$ cat src/rtl/id_stage_hz_if.sv
// ID-stage bundle: IF handshake, register-file read ports, WB/MEM
// hazard inputs, ID/EX register outputs and branch redirect.
interface id_stage_hz_if #(
  parameter int XLEN   = 32,
  parameter int RA_W   = 5,
  parameter int CTRL_W = 9
);
  logic              if_valid;
  logic              if_ready;
  logic [XLEN-1:0]   if_pc;
  logic [XLEN-1:0]   if_pc4;
  logic [31:0]       if_inst;
  logic [RA_W-1:0]   rf_raddr1;
  logic [RA_W-1:0]   rf_raddr2;
  logic [XLEN-1:0]   rf_rdata1;
  logic [XLEN-1:0]   rf_rdata2;
  logic              wb_we;
  logic [RA_W-1:0]   wb_rd;
  logic [XLEN-1:0]   wb_data;
  logic              mem_we;
  logic [RA_W-1:0]   mem_rd;
  logic              flush;
  logic              ex_ready;
  logic              ex_valid;
  logic [CTRL_W-1:0] ex_ctrl;
  logic [XLEN-1:0]   ex_rs1_data;
  logic [XLEN-1:0]   ex_rs2_data;
  logic [XLEN-1:0]   ex_imm;
  logic [RA_W-1:0]   ex_rd;
  logic [XLEN-1:0]   ex_pc4;
  logic              ex_illegal;
  logic              br_taken;
  logic [XLEN-1:0]   br_target;

  modport slave (
    input  if_valid, if_pc, if_pc4, if_inst,
    input  rf_rdata1, rf_rdata2,
    input  wb_we, wb_rd, wb_data,
    input  mem_we, mem_rd, flush, ex_ready,
    output if_ready, rf_raddr1, rf_raddr2,
    output ex_valid, ex_ctrl, ex_rs1_data,
    output ex_rs2_data, ex_imm, ex_rd,
    output ex_pc4, ex_illegal,
    output br_taken, br_target
  );

  modport master (
    output if_valid, if_pc, if_pc4, if_inst,
    output rf_rdata1, rf_rdata2,
    output wb_we, wb_rd, wb_data,
    output mem_we, mem_rd, flush, ex_ready,
    input  if_ready, rf_raddr1, rf_raddr2,
    input  ex_valid, ex_ctrl, ex_rs1_data,
    input  ex_rs2_data, ex_imm, ex_rd,
    input  ex_pc4, ex_illegal,
    input  br_taken, br_target
  );
endinterface

$ cat src/rtl/id_stage_hz.sv
// RV32 decode stage: decode, RF read with WB bypass, branch resolve,
// load-use / branch-operand stalls, redirect shadow, ID/EX register.
// Ports: clk, reset_n (sync, active-low), bus (id_stage_hz_if.slave).
// Macro ID_EXT_BRANCH_EN adds BNE/BLT/BGE; otherwise only BEQ.
module id_stage_hz #(
  parameter int XLEN   = 32,
  parameter int RA_W   = 5,
  parameter int CTRL_W = 9
) (
  input logic          clk,
  input logic          reset_n,
  id_stage_hz_if.slave bus
);

  typedef enum logic {RUN, SHADOW} state_t;

  state_t state_q, state_d;

  logic [31:0]     inst;
  logic [6:0]      opc;
  logic [2:0]      f3;
  logic [6:0]      f7;
  logic [RA_W-1:0] rs1, rs2, rd;
  logic [XLEN-1:0] imm_i, imm_s, imm_b, imm_j;

  assign inst = bus.if_inst;
  assign opc  = inst[6:0];
  assign f3   = inst[14:12];
  assign f7   = inst[31:25];
  assign rs1  = inst[19:15];
  assign rs2  = inst[24:20];
  assign rd   = inst[11:7];

  assign imm_i = {{(XLEN-12){inst[31]}}, inst[31:20]};
  assign imm_s = {{(XLEN-12){inst[31]}}, inst[31:25], inst[11:7]};
  assign imm_b = {{(XLEN-13){inst[31]}}, inst[31], inst[7],
                  inst[30:25], inst[11:8], 1'b0};
  assign imm_j = {{(XLEN-21){inst[31]}}, inst[31], inst[19:12],
                  inst[20], inst[30:21], 1'b0};

  logic op_imm, op_ld, op_st, op_jal, op_jalr, op_br, op_r;
  assign op_imm  = opc == 7'b0010011;
  assign op_ld   = opc == 7'b0000011;
  assign op_st   = opc == 7'b0100011;
  assign op_jal  = opc == 7'b1101111;
  assign op_jalr = opc == 7'b1100111;
  assign op_br   = opc == 7'b1100011;
  assign op_r    = opc == 7'b0110011;

  logic [XLEN-1:0] op1, op2;
  assign op1 = (rs1 == '0) ? '0 :
               (bus.wb_we && bus.wb_rd == rs1) ? bus.wb_data :
               bus.rf_rdata1;
  assign op2 = (rs2 == '0) ? '0 :
               (bus.wb_we && bus.wb_rd == rs2) ? bus.wb_data :
               bus.rf_rdata2;
  assign bus.rf_raddr1 = rs1;
  assign bus.rf_raddr2 = rs2;

  logic            eq;
  assign eq = op1 == op2;
`ifdef ID_EXT_BRANCH_EN
  logic            lt;
  assign lt = $signed(op1) < $signed(op2);
`endif

  logic [8:0]      c9;
  logic [2:0]      aop;
  logic            ill, use1, use2, wr;
  logic            is_br, is_jal, is_jalr, cond, br_ok, r_ok;
  logic [XLEN-1:0] imm;

  always_comb begin
    c9      = '0;
    aop     = 3'b000;
    ill     = 1'b0;
    use1    = 1'b0;
    use2    = 1'b0;
    wr      = 1'b0;
    is_br   = 1'b0;
    is_jal  = 1'b0;
    is_jalr = 1'b0;
    imm     = '0;
    r_ok    = 1'b1;
`ifdef ID_EXT_BRANCH_EN
    br_ok = f3 inside {3'b000, 3'b001, 3'b100, 3'b101};
    case (f3)
      3'b001:  cond = !eq;
      3'b100:  cond = lt;
      3'b101:  cond = !lt;
      default: cond = eq;
    endcase
`else
    br_ok = f3 == 3'b000;
    cond  = eq;
`endif
    if (f7 == 7'b0000000) begin
      case (f3)
        3'b000:  aop = 3'b000;
        3'b001:  aop = 3'b100;
        3'b010:  aop = 3'b101;
        3'b110:  aop = 3'b011;
        3'b111:  aop = 3'b010;
        default: r_ok = 1'b0;
      endcase
    end else if (f7 == 7'b0100000 && f3 == 3'b000) begin
      aop = 3'b001;
    end else begin
      r_ok = 1'b0;
    end
    unique case (1'b1)
      op_imm: begin
        ill = f3 != 3'b000;
        c9  = 9'b00_1_00_000_1;
        use1 = 1'b1; wr = 1'b1; imm = imm_i;
      end
      op_ld: begin
        ill = f3 != 3'b010;
        c9  = 9'b01_1_10_000_1;
        use1 = 1'b1; wr = 1'b1; imm = imm_i;
      end
      op_st: begin
        ill = f3 != 3'b010;
        c9  = 9'b00_0_01_000_1;
        use1 = 1'b1; use2 = 1'b1; imm = imm_s;
      end
      op_jal: begin
        c9  = 9'b10_1_00_000_0;
        wr = 1'b1; is_jal = 1'b1; imm = imm_j;
      end
      op_jalr: begin
        ill = f3 != 3'b000;
        c9  = 9'b10_1_00_000_0;
        use1 = 1'b1; wr = 1'b1;
        is_jalr = 1'b1; imm = imm_i;
      end
      op_br: begin
        ill = !br_ok;
        use1 = 1'b1; use2 = 1'b1;
        is_br = 1'b1; imm = imm_b;
      end
      op_r: begin
        ill = !r_ok;
        c9  = {2'b00, 1'b1, 2'b00, aop, 1'b0};
        use1 = 1'b1; use2 = 1'b1; wr = 1'b1;
      end
      default: ill = 1'b1;
    endcase
    // Illegal encodings travel as an inert, non-redirecting entry.
    if (ill) begin
      c9 = '0; use1 = 1'b0; use2 = 1'b0; wr = 1'b0;
      is_br = 1'b0; is_jal = 1'b0; is_jalr = 1'b0;
    end
    if (rd == '0) c9[6] = 1'b0;
  end

  logic              ex_valid_q;
  logic [CTRL_W-1:0] ex_ctrl_q;
  logic [XLEN-1:0]   ex_rs1_q, ex_rs2_q, ex_imm_q, ex_pc4_q;
  logic [RA_W-1:0]   ex_rd_q;
  logic              ex_ill_q;

  logic ex_hit, mem_hit, lu, bh, hz, taken, issue, rdy;

  assign ex_hit  = ex_rd_q != '0 &&
                   ((use1 && rs1 == ex_rd_q) || (use2 && rs2 == ex_rd_q));
  assign mem_hit = bus.mem_we && bus.mem_rd != '0 &&
                   ((use1 && rs1 == bus.mem_rd) ||
                    (use2 && rs2 == bus.mem_rd));
  assign lu = ex_valid_q && ex_ctrl_q[5] && ex_hit;
  // Branches resolve here, so any in-flight producer must retire first.
  assign bh = (is_br || is_jalr) &&
              ((ex_valid_q && ex_ctrl_q[6] && ex_hit) || mem_hit);
  assign hz = bus.if_valid && (lu || bh);
  assign taken = is_jal || is_jalr || (is_br && cond);

  always_comb begin
    state_d = state_q;
    rdy     = 1'b0;
    issue   = 1'b0;
    if (bus.flush) begin
      rdy     = 1'b1;
      state_d = RUN;
    end else if (bus.ex_ready) begin
      if (state_q == SHADOW) begin
        rdy = 1'b1;
        if (bus.if_valid) state_d = RUN;
      end else begin
        rdy   = !hz;
        issue = bus.if_valid && !hz;
        if (issue && taken) state_d = SHADOW;
      end
    end
  end

  logic [CTRL_W-1:0] ctrl_d;
  always_comb begin
    ctrl_d      = '0;
    ctrl_d[8:0] = c9;
  end

  assign bus.if_ready  = rdy;
  assign bus.br_taken  = issue && taken;
  assign bus.br_target = is_jalr ? ((op1 + imm) & ~XLEN'(1)) :
                         (bus.if_pc + imm);

  always_ff @(posedge clk) begin
    if (!reset_n) begin
      state_q    <= RUN;
      ex_valid_q <= 1'b0;
      ex_ctrl_q  <= '0;
      ex_rs1_q   <= '0;
      ex_rs2_q   <= '0;
      ex_imm_q   <= '0;
      ex_rd_q    <= '0;
      ex_pc4_q   <= '0;
      ex_ill_q   <= 1'b0;
    end else begin
      state_q <= state_d;
      if (bus.flush) begin
        ex_valid_q <= 1'b0;
      end else if (bus.ex_ready) begin
        ex_valid_q <= issue;
        if (issue) begin
          ex_ctrl_q <= ctrl_d;
          ex_rs1_q  <= op1;
          ex_rs2_q  <= op2;
          ex_imm_q  <= imm;
          ex_rd_q   <= wr ? rd : '0;
          ex_pc4_q  <= bus.if_pc4;
          ex_ill_q  <= ill;
        end
      end
    end
  end

  assign bus.ex_valid    = ex_valid_q;
  assign bus.ex_ctrl     = ex_ctrl_q;
  assign bus.ex_rs1_data = ex_rs1_q;
  assign bus.ex_rs2_data = ex_rs2_q;
  assign bus.ex_imm      = ex_imm_q;
  assign bus.ex_rd       = ex_rd_q;
  assign bus.ex_pc4      = ex_pc4_q;
  assign bus.ex_illegal  = ex_ill_q;

endmodule
$ cat src/flat_wrapper.sv
// flat-port wrapper written by rule: the top's interface ports become plain ports
module id_stage_hz_flat 
#(
  parameter int XLEN   = 32,
  parameter int RA_W   = 5,
  parameter int CTRL_W = 9
)
  (clk, reset_n, bus_if_valid, bus_if_pc, bus_if_pc4, bus_if_inst, bus_rf_rdata1, bus_rf_rdata2, bus_wb_we, bus_wb_rd, bus_wb_data, bus_mem_we, bus_mem_rd, bus_flush, bus_ex_ready, bus_if_ready, bus_rf_raddr1, bus_rf_raddr2, bus_ex_valid, bus_ex_ctrl, bus_ex_rs1_data, bus_ex_rs2_data, bus_ex_imm, bus_ex_rd, bus_ex_pc4, bus_ex_illegal, bus_br_taken, bus_br_target);
  id_stage_hz_if #(.XLEN(XLEN), .RA_W(RA_W), .CTRL_W(CTRL_W)) bus_i ();
  input logic clk;
  input logic reset_n;
  input wire logic [$bits(bus_i.if_valid)-1:0] bus_if_valid;
  input wire logic [$bits(bus_i.if_pc)-1:0] bus_if_pc;
  input wire logic [$bits(bus_i.if_pc4)-1:0] bus_if_pc4;
  input wire logic [$bits(bus_i.if_inst)-1:0] bus_if_inst;
  input wire logic [$bits(bus_i.rf_rdata1)-1:0] bus_rf_rdata1;
  input wire logic [$bits(bus_i.rf_rdata2)-1:0] bus_rf_rdata2;
  input wire logic [$bits(bus_i.wb_we)-1:0] bus_wb_we;
  input wire logic [$bits(bus_i.wb_rd)-1:0] bus_wb_rd;
  input wire logic [$bits(bus_i.wb_data)-1:0] bus_wb_data;
  input wire logic [$bits(bus_i.mem_we)-1:0] bus_mem_we;
  input wire logic [$bits(bus_i.mem_rd)-1:0] bus_mem_rd;
  input wire logic [$bits(bus_i.flush)-1:0] bus_flush;
  input wire logic [$bits(bus_i.ex_ready)-1:0] bus_ex_ready;
  output wire logic [$bits(bus_i.if_ready)-1:0] bus_if_ready;
  output wire logic [$bits(bus_i.rf_raddr1)-1:0] bus_rf_raddr1;
  output wire logic [$bits(bus_i.rf_raddr2)-1:0] bus_rf_raddr2;
  output wire logic [$bits(bus_i.ex_valid)-1:0] bus_ex_valid;
  output wire logic [$bits(bus_i.ex_ctrl)-1:0] bus_ex_ctrl;
  output wire logic [$bits(bus_i.ex_rs1_data)-1:0] bus_ex_rs1_data;
  output wire logic [$bits(bus_i.ex_rs2_data)-1:0] bus_ex_rs2_data;
  output wire logic [$bits(bus_i.ex_imm)-1:0] bus_ex_imm;
  output wire logic [$bits(bus_i.ex_rd)-1:0] bus_ex_rd;
  output wire logic [$bits(bus_i.ex_pc4)-1:0] bus_ex_pc4;
  output wire logic [$bits(bus_i.ex_illegal)-1:0] bus_ex_illegal;
  output wire logic [$bits(bus_i.br_taken)-1:0] bus_br_taken;
  output wire logic [$bits(bus_i.br_target)-1:0] bus_br_target;
  assign bus_i.if_valid = bus_if_valid;
  assign bus_i.if_pc = bus_if_pc;
  assign bus_i.if_pc4 = bus_if_pc4;
  assign bus_i.if_inst = bus_if_inst;
  assign bus_i.rf_rdata1 = bus_rf_rdata1;
  assign bus_i.rf_rdata2 = bus_rf_rdata2;
  assign bus_i.wb_we = bus_wb_we;
  assign bus_i.wb_rd = bus_wb_rd;
  assign bus_i.wb_data = bus_wb_data;
  assign bus_i.mem_we = bus_mem_we;
  assign bus_i.mem_rd = bus_mem_rd;
  assign bus_i.flush = bus_flush;
  assign bus_i.ex_ready = bus_ex_ready;
  assign bus_if_ready = bus_i.if_ready;
  assign bus_rf_raddr1 = bus_i.rf_raddr1;
  assign bus_rf_raddr2 = bus_i.rf_raddr2;
  assign bus_ex_valid = bus_i.ex_valid;
  assign bus_ex_ctrl = bus_i.ex_ctrl;
  assign bus_ex_rs1_data = bus_i.ex_rs1_data;
  assign bus_ex_rs2_data = bus_i.ex_rs2_data;
  assign bus_ex_imm = bus_i.ex_imm;
  assign bus_ex_rd = bus_i.ex_rd;
  assign bus_ex_pc4 = bus_i.ex_pc4;
  assign bus_ex_illegal = bus_i.ex_illegal;
  assign bus_br_taken = bus_i.br_taken;
  assign bus_br_target = bus_i.br_target;
  id_stage_hz #(.XLEN(XLEN), .RA_W(RA_W), .CTRL_W(CTRL_W)) u_core (.clk(clk), .reset_n(reset_n), .bus(bus_i));
endmodule
$ cat config.mk
export PLATFORM = sky130hd
export DESIGN_NAME = id_stage_hz_flat
export DESIGN_NICKNAME = d
export VERILOG_FILES = /design/src/rtl/id_stage_hz_if.sv /design/src/rtl/id_stage_hz.sv /design/src/flat_wrapper.sv
export SDC_FILE = /design/constraint.sdc
export NUM_CORES = 1
export LEC_CHECK = 0
export BUFFER_PORTS_ARGS = -buffer_cell sky130_fd_sc_hd__buf_2
export CORE_AREA = 2 2 122 212
export DETAILED_ROUTE_END_ITERATION = 7
export DIE_AREA = 0 0 124 214
export PLACE_DENSITY = 0.83
export SLEW_MARGIN = 15
export SYNTH_ARGS = -nofsm -noshare
export SYNTH_HDL_FRONTEND = slang
export SYNTH_SLANG_ARGS = --single-unit
$ cat constraint.sdc
create_clock -name clk -period 8.2 [get_ports clk]
set_input_delay 0.41 -clock clk [delete_from_list [all_inputs] [get_ports clk]]
set_output_delay 0.41 -clock clk [all_outputs]
set_load 0.005 [all_outputs]
==> results of run 1 <==
[synthesized netlist by cell type (all sizes together), types with 4 or more instances]
master and instances:
a211oi 12, a21boi 6, a21o 38, a21oi 94, a31oi 9, and2 10
and3 8, buf 54, clkbuf 41, dfxtp 133, ha 61, inv 25
mux2i 142, nand2 116, nand2b 11, nand3 30, nand4 15, nor2 71
nor2b 120, nor3 17, nor4 11, o2111ai 4, o211a 12, o211ai 9
o21a 13, o21ai 100, o21bai 5, o31ai 4, or2 4, or3 14
or4 8, xnor2 47, xor2 67
[cell families (layout without fill, tap and decap cells)]
logic type | count (synthesis) | count (layout) | synth area share (%)
and+or+nand+nor | 445 | 445 | 21.3
AOI/OAI and AO/OA | 338 | 338 | 19.5
muxes | 143 | 143 | 13.0
DFF | 133 | 133 | 24.2
buffers and inverters | 120 | 464 | 5.62
xor gates and xnor gates | 114 | 114 | 9.07
adders and majority gates | 63 | 63 | 7.29
other | 0 | 2 | 0
[cell type report]
class / count / area, um^2 / share of cell area (%)
antenna: 2 / 5.00 / 0.0369
tap: 312 / 390 / 2.88
clock buffer: 18 / 439 / 3.24
timing repair buffer: 407 / 2080 / 15.3
multi-input combinational: 1103 / 7730 / 57.1
inverter: 25 / 93.8 / 0.692
sequential: 133 / 2660 / 19.6
clock inverter: 14 / 150 / 1.11
[report_power, final]
group	switching, mW	internal, mW	total [mW]
sequential	0.0119	0.665	0.677
combinational	0.248	0.181	0.429
clock	0.360	0.439	0.799
[per-stage QoR]
stage	setup slack [ps]	std cells
4_1_cts	2400	2012
5_1_grt	1800	2014
3_3_place_gp	2550	1980
6_report	2250	2014
3_5_place_dp	2410	1980
2_1_floorplan	3370	1356
[state kept, by name, summed over array words and instances (netlist names)]
signal / count
u_core.bus.ex_ctrl: 8
u_core.bus.ex_illegal: 1
u_core.bus.ex_imm: 21
u_core.bus.ex_pc4: 32
u_core.bus.ex_rd: 5
u_core.bus.ex_rs1_data: 32
u_core.bus.ex_rs2_data: 32
u_core.bus.ex_valid: 1
u_core.state_q: 1
[layout by cell type (no fill, tap or decap), types with 4 or more instances in the layout]
cell type	Yosys	routed
nand2_1	115	115
a211oi_1	12	12
nor2b_1	120	119
buf_4	24	11
nor2_1	67	67
xnor2_1	47	47
o21ai_0	98	98
a21boi_0	5	5
inv_1	25	25
o31ai_1	4	4
o21bai_1	5	5
a21oi_1	94	94
mux2i_1	142	142
xor2_1	67	67
and2_1	10	10
a31oi_1	9	9
nand4_1	15	15
a21o_1	38	38
and3_1	8	8
o2111ai_1	4	4
nand2b_1	11	11
nor4_1	8	8
or3_1	14	14
dfxtp_1	133	133
clkbuf_16	0	17
o21a_1	13	13
inv_6	0	8
ha_1	61	61
or4_1	6	6
o211ai_1	9	9
nor3_1	17	17
nand3_1	30	30
o211a_1	12	12
buf_2	21	395
[routing by layer]
| metal | global-route usage (%) | up-vias |
|---|---|---|
| li1 | - | 5485 |
| met1 | 37.5 | 5517 |
| met2 | 57.3 | 566 |
| met3 | 6.63 | 112 |
| met4 | 18.0 | 0 |
| met5 | 0 | - |
[worst max-delay path, cell delays in order]
cell and delay [ps]:
buf_2 160, xnor2_1 180, nand4_1 190, buf_4 280
nor2_2 130, buf_4 350, nand2_1 100, a21oi_1 420
inv_1 120, fa_1 440, nor2b_1 150, o31a_1 190
o2111ai_1 170, a2111oi_0 860, o211ai_1 210, a31oi_1 420
a311oi_1 160, o21bai_1 180, xnor2_1 130, mux2i_1 100
buf_2 170
[worst max-delay path by stage]
stage	start	end	slack (ps)	cells past startpoint
global route	bus_if_inst[18]	bus_br_target[30]	1800	21
global placement	bus_if_inst[17]	bus_br_target[30]	2550	21
CTS	bus_if_inst[17]	bus_br_target[30]	2400	21
floorplan	bus_if_inst[5]	bus_br_target[31]	3370	18
finish	bus_if_inst[18]	bus_br_target[30]	2250	21
detailed placement	bus_if_inst[18]	bus_br_target[30]	2410	21
==> metrics.md, run 1 <==
| Metric | Value |
|---|---|
| FF+latch count, synth | `133` |
| Die height | `214 um` |
| Worst Hold Class | `in2reg` |
| CTS sink cnt | `133` |
| Hold_ws | `207 ps` |
| # resized after CTS | `0` |
| Syn Area/Cell | `8.12 um^2` |
| Mapped cell area | `11000 um^2` |
| Global placement routability congestion | `0.971` |
| Cell Rows | `76` |
| Hold Path Stages | `3` |
| Hold buffer count at CTS | `0` |
| Critical Path Sink Type | `output pin` |
| Chip width | `124 um` |
| Worst setup SP type | `primary input` |
| Gr usage total | `33.2%` |
| Finished Core Util | `54.8%` |
| Worst-path clk slew | `70 ps` |
| DRT iter0 DRCs | `801` |
| Drt via density | `5.80` |
| Post-synth EDFFs | `0` |
| Area delta synth->final | `23.1%` |
| Synth warnings | `0` |
| Ratio of cells with drive above 1 in the final layout | `27.0%` |
| R2R cell count | `8` |
| RSZ-0062 raised after global routing | `no` |
| Max-Cap Viols | `0` |
| Filler cells | `2322` |
| Nets | `1959` |
| GRT overflow | `0` |
| Seq/Total Area, Yosys | `24.2%` |
| H-tree Lvls | `4` |
| Hold EP | `u_core.bus.ex_pc4[3]$_SDFFE_PN0P_` |
| R2R Path End | `u_core.bus.ex_pc4[7]$_SDFFE_PN0P_` |
| Clk_skew | `7.69 ps` |
| Leak | `6.57 nW` |
| Post-synthesis cell count | `1356` |
| Inserted Clock Buffers | `17` |
| Met3 Routed Length | `3080 um` |
| Clk buf depth | `2` |
| Worst relative slew slack | `30.8%` |
| Post-synthesis async set-or-reset flop share | `0%` |
| Worst-Skew Late Latency | `460 ps` |
| CTS root buffer | `clkbuf_16` |
| Outcome | `complete, no violations` |
| Top layer in use | `met4` |
| Area contributors post-synth | `dfxtp_1 24%, mux2i_1 13%, ha_1 6.9%` |
| Kind of critical path | `in2out` |
| Maximum clock frequency | `168 MHz` |
| DRT Wirelength | `44600 um` |
| Core box area | `24700 um^2` |
| Setup TNS | `0 ps` |
| CTS tree | `yes` |
| Fin crit period | `5950 ps` |
| CP required | `7790 ps` |
| Peak supply drop | `0.158 mV` |
| Post-synth top area cell | `dfxtp_1` |
| R2R Path Start | `u_core.bus.ex_rd[4]$_SDFFE_PN0P_` |
| Max Transition Viols Final | `0` |
| Placed cell area | `13000 um^2` |
| Synth Net Count | `1628` |
| Initial Util | `44.5%` |
| Synth Flop Type | `dfxtp_1` |
| Slew @ Worst Pin | `1030 ps` |
| Largest net degree at the start of global routing | `118` |
| Routed Antenna Nets | `0` |
| Remaining DRCs | `0` |
| Critical Path Fanout Max | `31` |
| Post-synthesis cell type count | `76` |
| Final Total Pwr | `1.91 mW` |
| Crit share post-route | `72.6%` |
| Post-CTS setup buffer count | `0` |
| Antenna violations before repair | `2` |
| HPWL after detailed placement | `35400 um` |
| WL met2 | `22500 um` |
| Crit path DAT | `5540 ps` |
| Final Hold Viols | `0` |
| Die Area | `26500 um^2` |
| Vias in the first global route | `11407` |
| P per Cell Area | `141 nW/um^2` |
| First-pass GRT wire length | `66500 um` |
| Final Instance Area | `13600 um^2` |
| Worst R2R Setup Slack | `4390 ps` |
| Finish-stage setup viols | `0` |
| Worst Hold Launch | `bus_if_pc4[3]` |
| Total number of vias | `11680` |
| WL/cell | `22.2 um` |
| Number of I/O pins | `397` |
| DRT Pass-1 Iters | `5` |
| Number of I/O port buffers | `396` |
| M1 WL | `16600 um` |
| Yosys top cell area share | `24.2%` |
No activity file was read; power rests on OpenSTA's default activity.
==> inputs of run 2 (changes only) <==
--- a/config.mk
+++ b/config.mk
@@ -5,11 +5,12 @@
 export SDC_FILE = /design/constraint.sdc
 export NUM_CORES = 1
 export LEC_CHECK = 0
+export ABC_AREA = 1
 export BUFFER_PORTS_ARGS = -buffer_cell sky130_fd_sc_hd__buf_2
-export CORE_AREA = 2 2 122 212
+export CORE_AREA = 2 2 126 220
 export DETAILED_ROUTE_END_ITERATION = 7
-export DIE_AREA = 0 0 124 214
-export PLACE_DENSITY = 0.83
+export DIE_AREA = 0 0 128 222
+export PLACE_DENSITY = 0.85
 export SLEW_MARGIN = 15
 export SYNTH_ARGS = -nofsm -noshare
 export SYNTH_HDL_FRONTEND = slang
==> constraint.sdc (replaced) <==
create_clock -name clk -period 4.8 [get_ports clk]
set_input_delay 0.24 -clock clk [delete_from_list [all_inputs] [get_ports clk]]
set_output_delay 0.24 -clock clk [all_outputs]
set_load 0.005 [all_outputs]
==> run 2 against run 1 <==
Effect of this change: the run now ends with DRC left; routed wire length rose by 18%; sequential power rose by 74%; non-clock buffer count rose by 19; first-iteration DRC count rose by 34%; clock power rose by 70%; cell count rose by 35%; sequential share of layout area fell by 1.4 points; worst setup slack got worse by 1900 ps; sequential cell count did not move; global-route usage rose by 3.3 points; power rose by 78%; register-to-register slack got worse by 2400 ps.
==> metrics.md, run 2 <==
| Metric | Value |
|---|---|
| Outcome | `finished with violations` |
| Failing checks | `DRC` |
| Final Instance Area | `14600 um^2` |
| Initial Util | `44.8%` |
| Worst R2R Setup Slack | `1950 ps` |
| Max-Cap Viols | `0` |
| Crit share post-route | `93.5%` |
| H-tree Lvls | `4` |
| Filler cells | `2768` |
| Critical Path Sink Type | `output pin` |
| Cell with the most instances after synthesis | `nand2_1` |
| Clk buf depth | `2` |
| CTS root buffer | `clkbuf_16` |
| Worst Hold Launch | `bus_if_pc4[17]` |
| DRT Wirelength | `52600 um` |
| WL/cell | `19.4 um` |
| Chip width | `128 um` |
| Area delta synth->final | `23.2%` |
| Gr usage total | `36.5%` |
| Synth Flop Type | `dfxtp_1` |
| Post-synthesis cell type count | `54` |
| Area contributors post-synth | `dfxtp_1 22%, nand2_1 15%, nor2_1 13%` |
| Synth Net Count | `2288` |
| CTS sink cnt | `133` |
| Antenna violations before repair | `0` |
| CP max stage delay | `450 ps` |
| Drt via density | `5.48` |
| Commonest non-fill, non-tap cell in the layout | `nand2_1` |
| DP Cell Count | `2673` |
| Slew @ Worst Pin | `847 ps` |
| Nets | `2645` |
| Remaining DRCs | `1` |
| Finish-stage setup viols | `0` |
| Die height | `222 um` |
| DRT iter0 DRCs | `1074` |
| Worst relative slew slack | `43.5%` |
| Clk_skew | `11.8 ps` |
| Fin crit period | `4490 ps` |
| CTS tree | `yes` |
| Vias in the first global route | `14400` |
| Ratio of cells with drive above 1 in the final layout | `21.9%` |
| Post-synth top area cell | `dfxtp_1` |
| HPWL after detailed placement | `42100 um` |
| Final Total Pwr | `3.39 mW` |
| Post-synthesis cell count | `2016` |
| Final Hold Viols | `0` |
| R2R cell count | `11` |
| Synth top cells by count | `481 x nand2_1, 406 x nor2_1, 232 x inv_1, 167 x o21ai_0, 133 x dfxtp_1` |
| CP required | `4560 ps` |
| Post-synth EDFFs | `0` |
| Seq/Total Area, Yosys | `22.4%` |
| Post-synthesis async set-or-reset flop share | `0%` |
| Crit path DAT | `4250 ps` |
| Antenna diode count | `0` |
| Synth warnings | `0` |
| Total number of vias | `14840` |
| Max Transition Viols Final | `0` |
| DRT Pass-1 Iters | `8` |
| Syn Area/Cell | `5.89 um^2` |
| Core box area | `26500 um^2` |
| Global placement routability congestion | `1.03` |
| Top cell by count, worst path | `nand2_1` |
| Placed cell area | `14000 um^2` |
| Die Area | `28400 um^2` |
| Yosys top cell area share | `22.4%` |
| GRT overflow | `0` |
| Leak | `8.54 nW` |
| Worst-Skew Late Latency | `450 ps` |
| Hold Path Stages | `3` |
| Inserted Clock Buffers | `17` |
| Worst-path clk slew | `80 ps` |
| R2R Path End | `u_core.bus.ex_rs1_data[5]$_SDFFE_PN0P_` |
| RSZ-0062 raised after global routing | `no` |
| Routed Antenna Nets | `0` |
| Kind of critical path | `in2out` |
| Cell Rows | `79` |
| Worst Hold Class | `in2reg` |
| CP max stage cell | `fa_1` |
| P per Cell Area | `232 nW/um^2` |
| Worst setup SP type | `primary input` |
| R2R Path Start | `u_core.bus.ex_rd[2]$_SDFFE_PN0P_` |
| Hold EP | `u_core.bus.ex_pc4[17]$_SDFFE_PN0P_` |
| Layout Cells excl Fill | `2710` |
| Critical Path Fanout Max | `7` |
| Commonest non-fill, non-tap cells in the layout | `481 x nand2_1, 406 x nor2_1, 395 x buf_2` |
| Largest net degree at the start of global routing | `111` |
| Beginning of the critical path | `bus_if_inst[2]` |
| Number of I/O pins | `397` |
| Setup TNS | `0 ps` |
| Number of I/O port buffers | `396` |
| Peak supply drop | `0.290 mV` |
| First-pass GRT wire length | `79300 um` |
| Mapped cell area | `11900 um^2` |
| FF+latch count, synth | `133` |
| Maximum clock frequency | `223 MHz` |
[run 2: cell count changes after synthesis, sizes merged, moves of 96 or more]
cell,delta
o21ai,+96
mux2i,-141
nor2,+360
nand2,+373
nor2b,-120
inv,+224
[run 2: critical path: cells and delay by family]
kind                     cells  cell delay, ps
AND/OR/NAND/NOR             17            1730
buffers and inverters        7             900
adder cells (fa/ha/maj)      1             450
AO/OA/AOI/OAI                3             920
[run 2: area by class of cell]
| class | count | area, um^2 | share of cell area, % |
|---|---|---|---|
| clock inverters | 15 | 183 | 1.25 |
| well taps | 324 | 405 | 2.77 |
| inverters | 249 | 935 | 6.39 |
| repair buffers | 426 | 2260 | 15.5 |
| clock buffers | 17 | 425 | 2.91 |
| flip-flops and latches | 133 | 2660 | 18.2 |
| multi-input cells | 1546 | 7750 | 53.0 |
[run 2: worst max path at each step]
| stage | endpoint | slack (ps) | depth (start not counted) |
|---|---|---|---|
| 6_report | bus_br_target[26] | 310 | 28 |
| 4_1_cts | bus_br_target[26] | 50 | 27 |
| 2_1_floorplan | bus_br_target[26] | 1450 | 23 |
| 3_5_place_dp | bus_br_target[26] | 80 | 27 |
| 5_1_grt | bus_br_target[26] | 50 | 28 |
| 3_3_place_gp | bus_br_target[26] | 150 | 27 |
[run 2: metal layers]
| layer | global-route usage, % | vias up | wire length (um) |
|---|---|---|---|
| met2 | 62.0 | 759 | 25400 |
| met5 | 0 | - | 0 |
| met4 | 27.5 | 0 | 4410 |
| met3 | 6.32 | 197 | 3710 |
| li1 | - | 7162 | - |
| met1 | 39.8 | 6722 | 19100 |
[run 2: where the power goes]
part / internal [mW] / total (mW) / switching [mW]
logic: 0.308 / 0.846 / 0.538
clock network: 0.706 / 1.36 / 0.657
registers: 1.15 / 1.18 / 0.0302
[run 2: metrics by stage]
step	utilization, %	hold slack, ps	setup WS [ps]
after floorplan	-	375	1450
after global placement	52.7	450	148
after detailed placement	52.7	455	79.5
after CTS	55.2	0.319	54.8
after global routing	55.2	7.14	48.3
final	55.2	8.10	310
[run 2: kinds of logic (layout without fill, tap and decap cells)]
kind of cell               count (synthesis)  in the layout  synth area share (%)
DFF                                      133            133                  22.4
adders and majority gates                 63             63                  6.77
and+or+nand+nor                         1047           1047                  36.4
AOI/OAI and AO/OA                        384            384                  18.2
xor gates and xnor gates                  51             51                  3.76
muxes                                      1              1                0.0843
buffers and inverters                    337            707                  12.3
[run 2: timing repair]
action                     CTS  global route
buffers inserted             0             0
resized for setup            0             4
hold endpoints to repair     5             0
hold buffers                 5             0
setup endpoints to repair    0             3
